$ cat config.mk
export PLATFORM = sky130hd
export DESIGN_NAME = load_use_operand_hold
export DESIGN_NICKNAME = d
export VERILOG_FILES = /design/src/rtl/lu_hold_pkg.sv /design/src/rtl/lu_hold_channel.sv /design/src/rtl/load_use_operand_hold.sv
export SDC_FILE = /design/constraint.sdc
export NUM_CORES = 1
export LEC_CHECK = 0
export ABC_CLOCK_PERIOD_IN_PS = 2390
export BUFFER_PORTS_ARGS = -buffer_cell sky130_fd_sc_hd__buf_4
export CAP_MARGIN = 15
export CORE_ASPECT_RATIO = 1.4
export CORE_MARGIN = 5
export CORE_UTILIZATION = 52
export CTS_CLUSTER_DIAMETER = 50
export DETAILED_ROUTE_END_ITERATION = 12
export MAX_ROUTING_LAYER = met4
export PLACE_DENSITY = 0.86
export RECOVER_POWER = 100
export SYNTH_ARGS = -nofsm -noshare
export SYNTH_HDL_FRONTEND = slang
export SYNTH_SLANG_ARGS = --single-unit
$ cat constraint.sdc
create_clock -name clk -period 2.39 [get_ports clk]
set_clock_uncertainty 0.2 [all_clocks]
set_input_delay 0.239 -clock clk [delete_from_list [all_inputs] [get_ports clk]]
set_output_delay 0.239 -clock clk [all_outputs]
set_load 0.01 [all_outputs]
$ cat src/rtl/lu_hold_pkg.sv
// Shared types for the load-use operand hold buffer.
// Channel FSM state encoding and event counter width.
package lu_hold_pkg;

  typedef enum logic {
    LU_IDLE = 1'b0,
    LU_HOLD = 1'b1
  } lu_state_e;

  localparam int LU_EVENT_CNT_W = 16;

endpackage

$ cat src/rtl/lu_hold_channel.sv
// One operand channel: capture register, replay counter, IDLE/HOLD FSM.
// enter pulses on an edge-bound IDLE->HOLD transition (not on flush).
module lu_hold_channel
  import lu_hold_pkg::*;
#(
  parameter int WIDTH       = 32,
  parameter int HOLD_CYCLES = 1
) (
  input  logic             clk,
  input  logic             rst_n,
  input  logic [WIDTH-1:0] ex_data,
  input  logic             load_use,
  input  logic             stall,
  input  logic             flush,
  output logic [WIDTH-1:0] ex_operand,
  output logic             hold_active,
  output logic             enter
);

  localparam int CNT_W = $clog2(HOLD_CYCLES + 1);
  localparam logic [CNT_W-1:0] CNT_LOAD = CNT_W'(HOLD_CYCLES);
  localparam logic [CNT_W-1:0] CNT_ONE  = CNT_W'(1);

  lu_state_e        state_q, state_d;
  logic [CNT_W-1:0] cnt_q, cnt_d;
  logic [WIDTH-1:0] data_q, data_d;

  always_comb begin
    state_d = state_q;
    cnt_d   = cnt_q;
    data_d  = data_q;
    enter   = 1'b0;
    unique case (1'b1)
      flush: begin
        state_d = LU_IDLE;
        cnt_d   = '0;
      end
      load_use: begin
        cnt_d   = CNT_LOAD;
        state_d = LU_HOLD;
        // A re-trigger keeps the older operand; it is still the valid one.
        if (state_q == LU_IDLE) begin
          data_d = ex_data;
          enter  = 1'b1;
        end
      end
      default: begin
        if (state_q == LU_HOLD && !stall) begin
          if (cnt_q > CNT_ONE) begin
            cnt_d = cnt_q - CNT_ONE;
          end else begin
            cnt_d   = '0;
            state_d = LU_IDLE;
          end
        end
      end
    endcase
  end

  always_ff @(posedge clk or negedge rst_n) begin
    if (!rst_n) begin
      state_q <= LU_IDLE;
      cnt_q   <= '0;
      data_q  <= '0;
    end else begin
      state_q <= state_d;
      cnt_q   <= cnt_d;
      data_q  <= data_d;
    end
  end

  assign hold_active = (state_q == LU_HOLD);
  assign ex_operand  = hold_active ? data_q : ex_data;

endmodule

$ cat src/rtl/load_use_operand_hold.sv
// Per-channel load-use operand hold buffer at the ID/EX boundary.
// Optional capture counter enabled by LOAD_USE_EVENT_CNT_EN.
module load_use_operand_hold
  import lu_hold_pkg::*;
#(
  parameter int NUM_CH      = 2,
  parameter int WIDTH       = 32,
  parameter int HOLD_CYCLES = 1
) (
  input  logic                      clk,
  input  logic                      rst_n,
  input  logic [NUM_CH*WIDTH-1:0]   ex_data,
  input  logic [NUM_CH-1:0]         load_use,
  input  logic                      stall,
  input  logic                      flush,
  output logic [NUM_CH*WIDTH-1:0]   ex_operand,
  output logic [NUM_CH-1:0]         hold_active,
  output logic [LU_EVENT_CNT_W-1:0] lu_event_cnt
);

  logic [NUM_CH-1:0] enter;

  for (genvar c = 0; c < NUM_CH; c++) begin : g_ch
    lu_hold_channel #(
      .WIDTH       (WIDTH),
      .HOLD_CYCLES (HOLD_CYCLES)
    ) u_ch (
      .clk         (clk),
      .rst_n       (rst_n),
      .ex_data     (ex_data[c*WIDTH +: WIDTH]),
      .load_use    (load_use[c]),
      .stall       (stall),
      .flush       (flush),
      .ex_operand  (ex_operand[c*WIDTH +: WIDTH]),
      .hold_active (hold_active[c]),
      .enter       (enter[c])
    );
  end

`ifdef LOAD_USE_EVENT_CNT_EN
  logic [LU_EVENT_CNT_W-1:0] ev_cnt_q, ev_cnt_d;
  logic [LU_EVENT_CNT_W:0]   ev_sum;

  // Saturating add of this edge's capture popcount.
  always_comb begin
    ev_sum = {1'b0, ev_cnt_q};
    for (int c = 0; c < NUM_CH; c++) begin
      ev_sum = ev_sum + {{LU_EVENT_CNT_W{1'b0}}, enter[c]};
    end
    ev_cnt_d = ev_sum[LU_EVENT_CNT_W] ? '1 : ev_sum[LU_EVENT_CNT_W-1:0];
  end

  always_ff @(posedge clk or negedge rst_n) begin
    if (!rst_n) begin
      ev_cnt_q <= '0;
    end else begin
      ev_cnt_q <= ev_cnt_d;
    end
  end

  assign lu_event_cnt = ev_cnt_q;
`else
  logic unused_enter;
  assign unused_enter = ^enter;
  assign lu_event_cnt = '0;
`endif

endmodule

==> results.yml <==
outcome:
  status: "finished, final reports clean"
yosys:
  post_synth_main_area_contributors: "dfrtp_1, mux2_4, mux2_2, buf_4, buf_6"
  postSynthAreaPerCell_um2: 15.6
  synth.ff_latch_count: 66
  synth_xor_area_frac: 0
  syn-cell-area_um2: 3650
  synth-warning-count: 0
  postSynth.topFlopCell: "dfrtp_1"
  synth_top_family_by_area: "multiplexers"
  synth_largest_area_cell: "dfrtp_1"
  synth_sequential_area_ratio: 0.453
  yosysMostFrequentCell: "mux2_2"
  synthArstFlopShare: 1.00
  ys_types: 10
  yosys.area.top_type_share: 0.453
  yosys.area_share.simple: 0.00926
  synth_fa_ha_area_frac: 0
  synthMuxAreaShare: 0.457
  synth_area_in_compound_gates: 0.00412
  number_of_standard_cells_after_synthesis: 234
  synth_edf_count: 0
  cell_types_with_the_highest_counts_after_synthesis: "mux2_2, dfrtp_1, mux2_4, buf_4, buf_6"
die:
  design.die.area_um2: 8820
  die_height_um: 109
  num_io_pins: 152
  site_rows: 36
  die_w_um: 80.8
  initial_core_util: 0.529
  core_area_um2: 6890
global_routing:
  grt_start_max_net_pins: 67
  grt_pass1_vias: 2886
  remaining_global_route_overflow: 0
  globalRouteTotalUtil: 0.220
  wire_length_of_the_first_global_routing_pass_mm: 14.4
  antenna_found_initial: 0
worst_hold_path:
  whs_path_depth: 3
  min-delay-start: "flush"
  min_to: "g_ch[0].u_ch.hold_active"
  hold_path.class: "in -> reg"
finish:
  final_cells: 530
  postLayoutCellArea_um2: 4960
  num-fill-cells: 541
  synthToLayoutAreaGrowth_pct: 36.0
  finalCoreUtilization: 0.720
  layout-drive-gt1-share: 0.363
  antennaDiodeCount: 0
  layout.nets: 500
clock_tree:
  post_cts.repair.setup_buffers: 0
  cts_hold_buffers: 67
  clock_transition_at_the_register_clock_pins_on_the_worst_setup_and_hold_paths_after_cts_ps: 70
  ctsHtreeMaxLevel: 3
  root_driver: "clkbuf_8"
  cts_resized: 0
  cts.path.max_buffers: 2
  tritoncts_num_sinks: 66
  cts_buffers: 9
  cts_tree: "yes"
  clkLatencyLatePin_ps: 330
timing:
  maxSlewHeadroom: 0.0383
  setup_viol: 0
  clock.fmax_mhz: 482
  worst-slew-pin-transition_ps: 1440
  slew_viol_final: 0
  period_share: 0.868
  grt_setup_unrepaired: "false"
  setup_tns_ps: 0
  timing_hold_violations_final: 0
  finalWorstPathRequiredPeriod_ps: 2080
detailed_routing:
  routed_wire_length_per_instance_um: 16.9
  drt-pass1-iter-count: 4
  drc: 0
  drt_first_iter_violations: 61
  drt-vias-per-instance: 4.79
  drtAntennaViolNets: 0
  finalWirelength_mm: 8.95
  routed-via-count: 2537
placed_design:
  post-place-cells: 447
  place_congestion: 0.707
  post-dp-hpwl_mm: 5.49
  port_buffers: 135
  postPlaceCellArea_um2: 4590
worst_setup_path:
  data_arrival_time_of_the_critical_path_ps: 1640
  worstPathMaxFanout: 29
  timing.reg2reg.setup_slack_ps: 570
  worst_r2r_dst: "g_ch[0].u_ch.data_q[2]"
  nature_of_the_critical_path_startpoint: "flop"
  crit_start: "g_ch[1].u_ch.hold_active"
  critical_path.endpoint_type: "output port"
  required_ps: 1950
  critical_path_class: "reg -> out"
  ff2ff_path_depth: 2
  source_of_the_worst_register_to_register_timing_path: "g_ch[0].u_ch.hold_active"
pwr:
  power_leakage_nw: 2.18
  irDropWorstVdd_mv: 0.347
  power.density_nw_per_um2: 621
job:
  maxCapViolations: 0
[power by group]
group	internal, W	leakage (nW)	switching, W
Clock	0.000399	0.0851	0.000409
Combinational	0.000474	1.32	0.000393
Sequential	0.00130	0.773	0.000102
Total	0.00218	2.18	0.000904
[layer usage]
layer,up-vias,global-route usage,part of all wire
li1,1191,-,-
met1,1227,0.261,0.40
met2,107,0.374,0.52
met3,12,0.0504,0.067
met4,0,0.0592,0.012
met5,-,-,0
[sequential cells by signal, summed over array words and instances (netlist names)]
name and cells:
g_ch.u_ch.hold_active 2, g_ch.u_ch.data_q 64
[cell families after synthesis]
group / count (synthesis)
buffers and inverters: 34
AOI/OAI and AO/OA: 2
muxes: 128
and+or+nand+nor: 3
other: 1
DFF: 66
[cell type report]
class	instances	area (um^2)	area share
Sequential cell	66	1650	0.333
Multi-Input combinational cell	149	1550	0.313
Timing Repair Buffer	204	1470	0.296
Clock buffer	11	141	0.0285
Tap cell	95	119	0.0239
Clock inverter	5	30.0	0.00605
[layout by cell type (no fill, tap or decap), drive strengths merged]
cell and count:
a21o 2, nand2b 2, clkinv 3, buf 73
mux2 128, dlygate4sd3 67, conb 16, clkinvlp 2
dfrtp 66, clkbuf 75, nor2b 1
[worst max path at each step]
| stage | to | slack, ps | cells past startpoint |
|---|---|---|---|
| floorplan | g_ch[0].u_ch.data_q[0] | 900 | 5 |
| global placement | g_ch[1].u_ch.data_q[0] | 610 | 2 |
| detailed placement | g_ch[1].u_ch.data_q[0] | 560 | 2 |
| CTS | ex_operand[4] | 280 | 3 |
| global route | g_ch[0].u_ch.data_q[3] | 180 | 2 |
| finish | ex_operand[57] | 310 | 3 |
[critical path: stages, from the launching register on]
cell,delay (ps)
dfrtp_1,520
buf_12,230
mux2_2,370
clkbuf_1,150
[metrics by stage]
stage                     setup slack, ps  power, W  hold WS [ps]
final                                 315   0.00308          41.7
after global routing                  176   0.00326          37.7
after CTS                             279   0.00339          39.5
after detailed placement              564   0.00248           193
after global placement                612   0.00245           185
after floorplan                       898   0.00206          -257
Power figures use the tool's default switching activity.
